File: src/rtl/sync_fifo_param_pkg.sv
// Shared definitions for the parametrised synchronous FIFO family:
// default geometry, occupancy-update encoding and elaboration-time helpers
// that the future asynchronous FIFO will reuse.
package sync_fifo_param_pkg;

   localparam int DEF_DATA_W = 8;
   localparam int DEF_DEPTH  = 16;

   // Which of the two ports actually completed an operation this cycle.
   // The encoding is {write accepted, read accepted}.
   typedef enum logic [1:0] {
      OP_IDLE = 2'b00,
      OP_POP  = 2'b01,
      OP_PUSH = 2'b10,
      OP_BOTH = 2'b11
   } fifo_op_e;

   // Ceiling log2, usable in constant expressions.
   function automatic int clog2(input int value);
      int result;
      result = 0;
      while ((32'sd1 <<< result) < value) begin
         result = result + 1;
      end
      return result;
   endfunction

   // Returns 1 when the almost-full and almost-empty thresholds are in range.
   function automatic bit thresh_ok(input int depth, input int af_thresh, input int ae_thresh);
      return (af_thresh >= 1) && (af_thresh <= depth) &&
             (ae_thresh >= 0) && (ae_thresh <= depth - 1);
   endfunction

endpackage

File: src/rtl/sync_fifo_param_if.sv
// Producer/consumer-side signal bundle of the synchronous FIFO.
// The master modport is the user of the FIFO, the slave modport is the FIFO.
interface sync_fifo_param_if
   import sync_fifo_param_pkg::*;
#(
   parameter int DATA_W = DEF_DATA_W,
   parameter int ADDR_W = clog2(DEF_DEPTH)
) ();

   logic              wr;
   logic [DATA_W-1:0] datain;
   logic              rd;
   logic [DATA_W-1:0] dataout;
   logic              full;
   logic              empty;
   logic              almost_full;
   logic              almost_empty;
   logic [ADDR_W:0]   count;
   logic              err_clr;
   logic              ovf;
   logic              udf;

   modport master (
      output wr, datain, rd, err_clr,
      input  dataout, full, empty, almost_full, almost_empty, count, ovf, udf
   );

   modport slave (
      input  wr, datain, rd, err_clr,
      output dataout, full, empty, almost_full, almost_empty, count, ovf, udf
   );

endinterface

File: src/rtl/fifo_mem_2p.sv
// Two-port FIFO storage: synchronous write port, asynchronous read port.
// Contents are deliberately not reset.
module fifo_mem_2p
   import sync_fifo_param_pkg::*;
#(
   parameter int DATA_W = DEF_DATA_W,
   parameter int DEPTH  = DEF_DEPTH,
   parameter int ADDR_W = clog2(DEF_DEPTH)
) (
   input  logic              i_clk,
   input  logic              i_we,
   input  logic [ADDR_W-1:0] i_waddr,
   input  logic [DATA_W-1:0] i_wdata,
   input  logic [ADDR_W-1:0] i_raddr,
   output logic [DATA_W-1:0] o_rdata
);

   logic [DATA_W-1:0] r_mem [DEPTH];

   // Store the write word at the write address on an accepted write.
   always_ff @(posedge i_clk) begin
      if (i_we) begin
         r_mem[i_waddr] <= i_wdata;
      end
   end

   assign o_rdata = r_mem[i_raddr];

endmodule

File: src/rtl/sync_fifo_param.sv
// Parametrised single-clock first-word-fall-through FIFO with occupancy
// count, programmable almost-full/almost-empty and sticky overflow/underflow
// flags. Holds pointers, count, flags and errors; storage is fifo_mem_2p.
module sync_fifo_param
   import sync_fifo_param_pkg::*;
#(
   parameter int DATA_W    = DEF_DATA_W,
   parameter int DEPTH     = DEF_DEPTH,
   parameter int ADDR_W    = 4,
   parameter int AF_THRESH = 14,
   parameter int AE_THRESH = 2
) (
   input  logic              clk,
   input  logic              rst,
   sync_fifo_param_if.slave  fif
);

   // Geometry and threshold sanity, caught at elaboration.
   if (ADDR_W != clog2(DEPTH) || (1 << ADDR_W) != DEPTH || DEPTH < 4) begin : g_bad_geometry
      $error("sync_fifo_param: DEPTH must be a power of two >= 4 and ADDR_W = log2(DEPTH)");
   end
   if (!thresh_ok(DEPTH, AF_THRESH, AE_THRESH)) begin : g_bad_thresh
      $error("sync_fifo_param: AF_THRESH/AE_THRESH out of range");
   end

   localparam logic [ADDR_W:0] LP_ONE   = {{ADDR_W{1'b0}}, 1'b1};
   localparam logic [ADDR_W:0] LP_ZERO  = {(ADDR_W+1){1'b0}};
   localparam logic [ADDR_W:0] LP_DEPTH = (ADDR_W+1)'(DEPTH);
   localparam logic [ADDR_W:0] LP_AF    = (ADDR_W+1)'(AF_THRESH);
   localparam logic [ADDR_W:0] LP_AE    = (ADDR_W+1)'(AE_THRESH);

   logic [ADDR_W:0]   r_wp;
   logic [ADDR_W:0]   r_rp;
   logic [ADDR_W:0]   r_count;
   logic              r_full;
   logic              r_empty;
   logic              r_almost_full;
   logic              r_almost_empty;
   logic              r_ovf;
   logic              r_udf;

   logic              w_wr_ok;
   logic              w_rd_ok;
   logic              w_mem_we;
   logic              w_ovf_nxt;
   logic              w_udf_nxt;
   logic [ADDR_W:0]   w_count_nxt;
   fifo_op_e          w_op;
   logic [DATA_W-1:0] w_rdata;

   // Acceptance from pre-edge flags, next occupancy and next sticky errors.
   always_comb begin
      w_wr_ok     = 1'b0;
      w_rd_ok     = 1'b0;
      w_op        = OP_IDLE;
      w_count_nxt = r_count;
      w_ovf_nxt   = r_ovf;
      w_udf_nxt   = r_udf;

      w_wr_ok = fif.wr & ~r_full;
      w_rd_ok = fif.rd & ~r_empty;
      w_op    = fifo_op_e'({w_wr_ok, w_rd_ok});

      case (w_op)
         OP_PUSH: w_count_nxt = r_count + LP_ONE;
         OP_POP:  w_count_nxt = r_count - LP_ONE;
         default: w_count_nxt = r_count;
      endcase

      // A new error event outranks a same-cycle clear.
      w_ovf_nxt = (fif.wr & r_full)  | (r_ovf & ~fif.err_clr);
      w_udf_nxt = (fif.rd & r_empty) | (r_udf & ~fif.err_clr);
   end

   // An edge that lands while reset is held must not commit the write.
   assign w_mem_we = w_wr_ok & rst;

   // Pointers, occupancy, flags derived from next occupancy, sticky errors.
   always_ff @(posedge clk or negedge rst) begin
      if (!rst) begin
         r_wp           <= LP_ZERO;
         r_rp           <= LP_ZERO;
         r_count        <= LP_ZERO;
         r_full         <= 1'b0;
         r_empty        <= 1'b1;
         r_almost_full  <= 1'b0;
         r_almost_empty <= 1'b1;
         r_ovf          <= 1'b0;
         r_udf          <= 1'b0;
      end else begin
         if (w_wr_ok) begin
            r_wp <= r_wp + LP_ONE;
         end
         if (w_rd_ok) begin
            r_rp <= r_rp + LP_ONE;
         end
         r_count        <= w_count_nxt;
         r_full         <= (w_count_nxt == LP_DEPTH);
         r_empty        <= (w_count_nxt == LP_ZERO);
         r_almost_full  <= (w_count_nxt >= LP_AF);
         r_almost_empty <= (w_count_nxt <= LP_AE);
         r_ovf          <= w_ovf_nxt;
         r_udf          <= w_udf_nxt;
      end
   end

   fifo_mem_2p #(
      .DATA_W (DATA_W),
      .DEPTH  (DEPTH),
      .ADDR_W (ADDR_W)
   ) u_mem (
      .i_clk   (clk),
      .i_we    (w_mem_we),
      .i_waddr (r_wp[ADDR_W-1:0]),
      .i_wdata (fif.datain),
      .i_raddr (r_rp[ADDR_W-1:0]),
      .o_rdata (w_rdata)
   );

   assign fif.dataout      = w_rdata;
   assign fif.count        = r_count;
   assign fif.full         = r_full;
   assign fif.empty        = r_empty;
   assign fif.almost_full  = r_almost_full;
   assign fif.almost_empty = r_almost_empty;
   assign fif.ovf          = r_ovf;
   assign fif.udf          = r_udf;

endmodule

File: src/flat_wrapper.sv
// flat-port wrapper written by rule: the top's interface ports become plain ports
module sync_fifo_param_flat import sync_fifo_param_pkg::*;
#(
   parameter int DATA_W    = DEF_DATA_W,
   parameter int DEPTH     = DEF_DEPTH,
   parameter int ADDR_W    = 4,
   parameter int AF_THRESH = 14,
   parameter int AE_THRESH = 2
)
  (clk, rst, fif_wr, fif_datain, fif_rd, fif_err_clr, fif_dataout, fif_full, fif_empty, fif_almost_full, fif_almost_empty, fif_count, fif_ovf, fif_udf);
  sync_fifo_param_if #(.DATA_W(DATA_W), .ADDR_W(ADDR_W)) fif_i ();
  input  logic clk;
  input  logic rst;
  input wire logic [$bits(fif_i.wr)-1:0] fif_wr;
  input wire logic [$bits(fif_i.datain)-1:0] fif_datain;
  input wire logic [$bits(fif_i.rd)-1:0] fif_rd;
  input wire logic [$bits(fif_i.err_clr)-1:0] fif_err_clr;
  output wire logic [$bits(fif_i.dataout)-1:0] fif_dataout;
  output wire logic [$bits(fif_i.full)-1:0] fif_full;
  output wire logic [$bits(fif_i.empty)-1:0] fif_empty;
  output wire logic [$bits(fif_i.almost_full)-1:0] fif_almost_full;
  output wire logic [$bits(fif_i.almost_empty)-1:0] fif_almost_empty;
  output wire logic [$bits(fif_i.count)-1:0] fif_count;
  output wire logic [$bits(fif_i.ovf)-1:0] fif_ovf;
  output wire logic [$bits(fif_i.udf)-1:0] fif_udf;
  assign fif_i.wr = fif_wr;
  assign fif_i.datain = fif_datain;
  assign fif_i.rd = fif_rd;
  assign fif_i.err_clr = fif_err_clr;
  assign fif_dataout = fif_i.dataout;
  assign fif_full = fif_i.full;
  assign fif_empty = fif_i.empty;
  assign fif_almost_full = fif_i.almost_full;
  assign fif_almost_empty = fif_i.almost_empty;
  assign fif_count = fif_i.count;
  assign fif_ovf = fif_i.ovf;
  assign fif_udf = fif_i.udf;
  sync_fifo_param #(.DATA_W(DATA_W), .DEPTH(DEPTH), .ADDR_W(ADDR_W), .AF_THRESH(AF_THRESH), .AE_THRESH(AE_THRESH)) u_core (.clk(clk), .rst(rst), .fif(fif_i));
endmodule
File: config.mk
export PLATFORM = sky130hd
export DESIGN_NAME = sync_fifo_param_flat
export DESIGN_NICKNAME = d
export VERILOG_FILES = /design/src/rtl/sync_fifo_param_pkg.sv /design/src/rtl/sync_fifo_param_if.sv /design/src/rtl/fifo_mem_2p.sv /design/src/rtl/sync_fifo_param.sv /design/src/flat_wrapper.sv
export SDC_FILE = /design/constraint.sdc
export NUM_CORES = 1
export LEC_CHECK = 0
export BUFFER_PORTS_ARGS = -buffer_cell sky130_fd_sc_hd__buf_2
export CORE_ASPECT_RATIO = 0.75
export CORE_MARGIN = 3
export CORE_UTILIZATION = 65
export CTS_CLUSTER_SIZE = 16
export DETAILED_ROUTE_END_ITERATION = 6
export PLACE_DENSITY = 0.84
export SKIP_LAST_GASP = 1
export SYNTH_ARGS = -nofsm -noshare
export SYNTH_HDL_FRONTEND = slang
export SYNTH_SLANG_ARGS = --single-unit
File: constraint.sdc
create_clock -name clk -period 3.7 [get_ports clk]
set_clock_uncertainty 0.1 [all_clocks]
set_input_delay 0.185 -clock clk [delete_from_list [all_inputs] [get_ports clk]]
set_output_delay 0.185 -clock clk [all_outputs]
set_load 0.1 [all_outputs]
==> impl_results.md <==
* Result of the run: completed
* Initial antenna violation count at 0
* P per Cell Area at 924 mW/mm^2
* Master cell of the clock root buffer: sky130_fd_sc_hd__clkbuf_16
* Final net count at 377
* DP Wirelength at 7.34 mm
* Data arrival time of the worst path at 2.80 ns
* Vias per Instance at 6.77
* Clock-pin transition on the worst setup and hold timing paths at 0.06 ns
* Number of inserted diodes at 0
* Setup repair after global routing missed its margin: no
* Area share of the largest cell type after synthesis at 63.9%
* Sink of the worst hold path: u_core.u_mem.r_mem[0][4]
* Wire length of the first global-routing pass at 19.0 mm
* Leak pwr at 2.35 nW
* Sum of routed wire length over all layers at 12.4 mm
* Cell area after synthesis at 0.00601 sq mm
* Horizontal die dimension at 117 microns
* Quantity of I/O buffers inserted on ports at 31
* Share of cells above drive strength 1 at 30.0%
* Critical path endpoint category: output pin
* Number of storage elements in the synthesis netlist at 147
* Antenna-violating nets left at 0
* Via count at 3235
* Most common library cell in the layout ignoring fill and taps: sky130_fd_sc_hd__edfxtp_1
* Sequential cell area at 0.00432 sq mm
* Core ar. at 0.00871 sq mm
* Post-cts sizing count at 0
* Gate count after technology mapping at 314
* Area of combinational cells with multiple inputs at 0.00158 sq mm
* Max Used Layer: met4
* WL met2 at 5.95 mm
* Maximum fanout along the worst path at 20
* Finish-stage setup viols at 0
* Final weighted congestion in routability-driven placement at 0.905
* Number of buffers created by CTS at 17
* Final number of max-transition violations at 0
* Worst Tran Pin Value at 1.22 ns
* Detailed-routing wirelength on met1 at 5.07 mm
* Average cell area after synthesis at 19.2 sq um
* Final routed wire length divided by cell count at 26.0 microns
* Endpoint required time on the critical path at 3.41 ns
* Critical Path Source Type: flop
* Worst hold path cell count at 1
* Flop2flop setup slack at 0.79 ns
* Reg2Reg Capture Point: u_core.fif.almost_full
* Crit Reg-Reg Startpoint: u_core.fif.empty
* Cell taking the most area after synthesis: sky130_fd_sc_hd__edfxtp_1
* Synthesized net count at 334
* Max-cap violations at 0
* Final design instance area without fill at 0.00688 sq mm
* Maximum ir drop on the vdd rail at 539 uV
* # DRC at 0
* Critical Setup Path Class: flop to output pin
* Most frequent cells in the layout: 128 x sky130_fd_sc_hd__edfxtp_1, 40 x sky130_fd_sc_hd__mux4_2, 31 x sky130_fd_sc_hd__buf_2
* Starting density of the core at 69.1%
* Upper clock frequency limit at 0.324 GHz
* Proportion of synthesized chip area in sequential cells at 71.9%
* TritonCTS clock tree: yes
* Top post-synthesis cells by area: sky130_fd_sc_hd__edfxtp_1 64%, sky130_fd_sc_hd__mux4_2 15%, sky130_fd_sc_hd__dfrtp_1 7.1%
* Layout area overhead at 14.5%
* Worst-skew pair later-pin latency at 0.41 ns
* Final cycle utilization of the critical path at 83.3%
* Final Hold Violating Endpoints at 0
* Depth of the worst register-to-register path at 9
* CTS H-tree depth at 4
* Height of the die at 89.3 microns
* Area of the die at 0.0105 sq mm
* Clock period minus worst slack at 3.08 ns
* First-pass DRT Iterations at 7
* Via count of the first global-routing pass at 3245
* DR iter-0 viols at 421
* Hold path startpoint: fif_datain[4]
* Setup TNS after final layout at 0 ns
* Maximum number of pins on one net before global-route repair at 26
* Number of flops mapped to enable cells by yosys at 128
* Async set or reset register ratio after synthesis at 12.9%
* CTS Sinks at 147
* Area of placed instances at 0.00629 sq mm
* Count of boundary I/O pins at 32
* Ys Warns at 0
* Distinct cells, synth at 39
* Number of fill cells at 439
* GRT overflow at 0
* Tightest slew margin relative to the limit at 18.4%
* Dominant register cell in the synthesized netlist: sky130_fd_sc_hd__edfxtp_1
* Met3 wire length at 1.07 mm
* Std cell rows at 29
* GRT Util Overall at 26.8%
* Number of buffers on the longest clock path at 2
* Hold/Removal Path Class: input port to flop
[state kept, by name (all words and copies together), names as in the netlist]
signal                   cells
u_core.fif.almost_empty      1
u_core.fif.almost_full       1
u_core.fif.count             5
u_core.fif.empty             1
u_core.fif.full              1
u_core.fif.ovf               1
u_core.fif.udf               1
u_core.r_rp                  4
u_core.r_wp                  4
u_core.u_mem.r_mem         128
[cell type report]
| cell class | instances | area share [%] |
|---|---|---|
| Sequential cell | 147 | 62.8 |
| Inverter | 7 | 0.382 |
| Clock inverter | 4 | 0.327 |
| Tap cell | 108 | 1.96 |
| Timing Repair Buffer | 43 | 3.89 |
| Multi-Input combinational cell | 141 | 23.0 |
| Clock buffer | 28 | 7.69 |
[power breakdown]
group	internal [mW]	switching [mW]
clock	0.970	0.601
sequential	1.98	0.285
combinational	0.820	1.70
total	3.77	2.59
[Yosys cell counts (all sizes together), types with 2 or more instances]
| library cell | number |
|---|---|
| a21oi | 4 |
| buf | 10 |
| clkbuf | 9 |
| dfrtp | 17 |
| dfstp | 2 |
| edfxtp | 128 |
| ha | 7 |
| inv | 7 |
| mux2 | 2 |
| mux4 | 40 |
| nand2 | 13 |
| nand2b | 6 |
| nand3 | 6 |
| nand4 | 2 |
| nor2 | 13 |
| nor2b | 2 |
| nor3 | 9 |
| nor3b | 3 |
| nor4b | 2 |
| o21ai | 7 |
| o311ai | 2 |
| xnor2 | 8 |
| xor2 | 2 |
[worst max-delay path: stages, from the launching register on]
cell and delay, ns:
sky130_fd_sc_hd__dfrtp_2 0.71, sky130_fd_sc_hd__buf_12 0.27, sky130_fd_sc_hd__mux4_2 0.53, sky130_fd_sc_hd__mux4_2 0.53, sky130_fd_sc_hd__buf_2 0.32
[cells by family (layout without fill, tap and decap cells)]
logic type,count (synthesis),after routing,synth area share (%)
AO/OA/AOI/OAI,20,20,2.37
multiplexers,42,42,15.4
XOR/XNOR,11,11,1.85
flip-flops,147,147,71.9
AND/OR/NAND/NOR,61,61,5.24
adder cells (fa/ha/maj),7,7,1.46
buffers and inverters,26,82,1.87
[routing by layer]
layer  vias to the layer above  global-route usage, %
met5                         -                      0
met4                         0                   11.7
met3                        40                   8.32
met2                       208                   39.2
met1                      1639                   38.0
li1                       1348                      -
[what timing repair did]
| item | 4_1_cts | 5_1_grt |
|---|---|---|
| hold buffers | 4 | 0 |
| buffers inserted | 0 | 0 |
| hold endpoints to repair | 21 | 0 |
[how the worst max path moves through the flow]
stage	slack [ns]	from	to
after floorplan	0.69	u_core.fif.full	u_core.fif.almost_full
after global placement	1.00	u_core.fif.empty	u_core.fif.almost_full
after detailed placement	0.86	u_core.fif.empty	u_core.fif.almost_full
after CTS	0.56	u_core.r_rp[0]	fif_dataout[0]
after global routing	0.51	u_core.r_rp[0]	fif_dataout[0]
final	0.62	u_core.r_rp[0]	fif_dataout[0]
[through the flow]
| step | worst slack [ns] | power (mW) | utilization (%) | hold slack [ns] | instances |
|---|---|---|---|---|---|
| 6_report | 0.617 | 6.36 | 79.1 | 0.0411 | 478 |
| 5_1_grt | 0.509 | 6.61 | 79.1 | 0.0422 | 478 |
| 4_1_cts | 0.556 | 6.39 | 79.1 | 0.0316 | 478 |
| 3_5_place_dp | 0.863 | 4.78 | 72.3 | 0.0646 | 442 |
| 3_3_place_gp | 1.00 | 4.73 | 72.3 | 0.0630 | 442 |
| 2_1_floorplan | 0.689 | 4.35 | - | -0.211 | 314 |
Power figures use the tool's default switching activity.
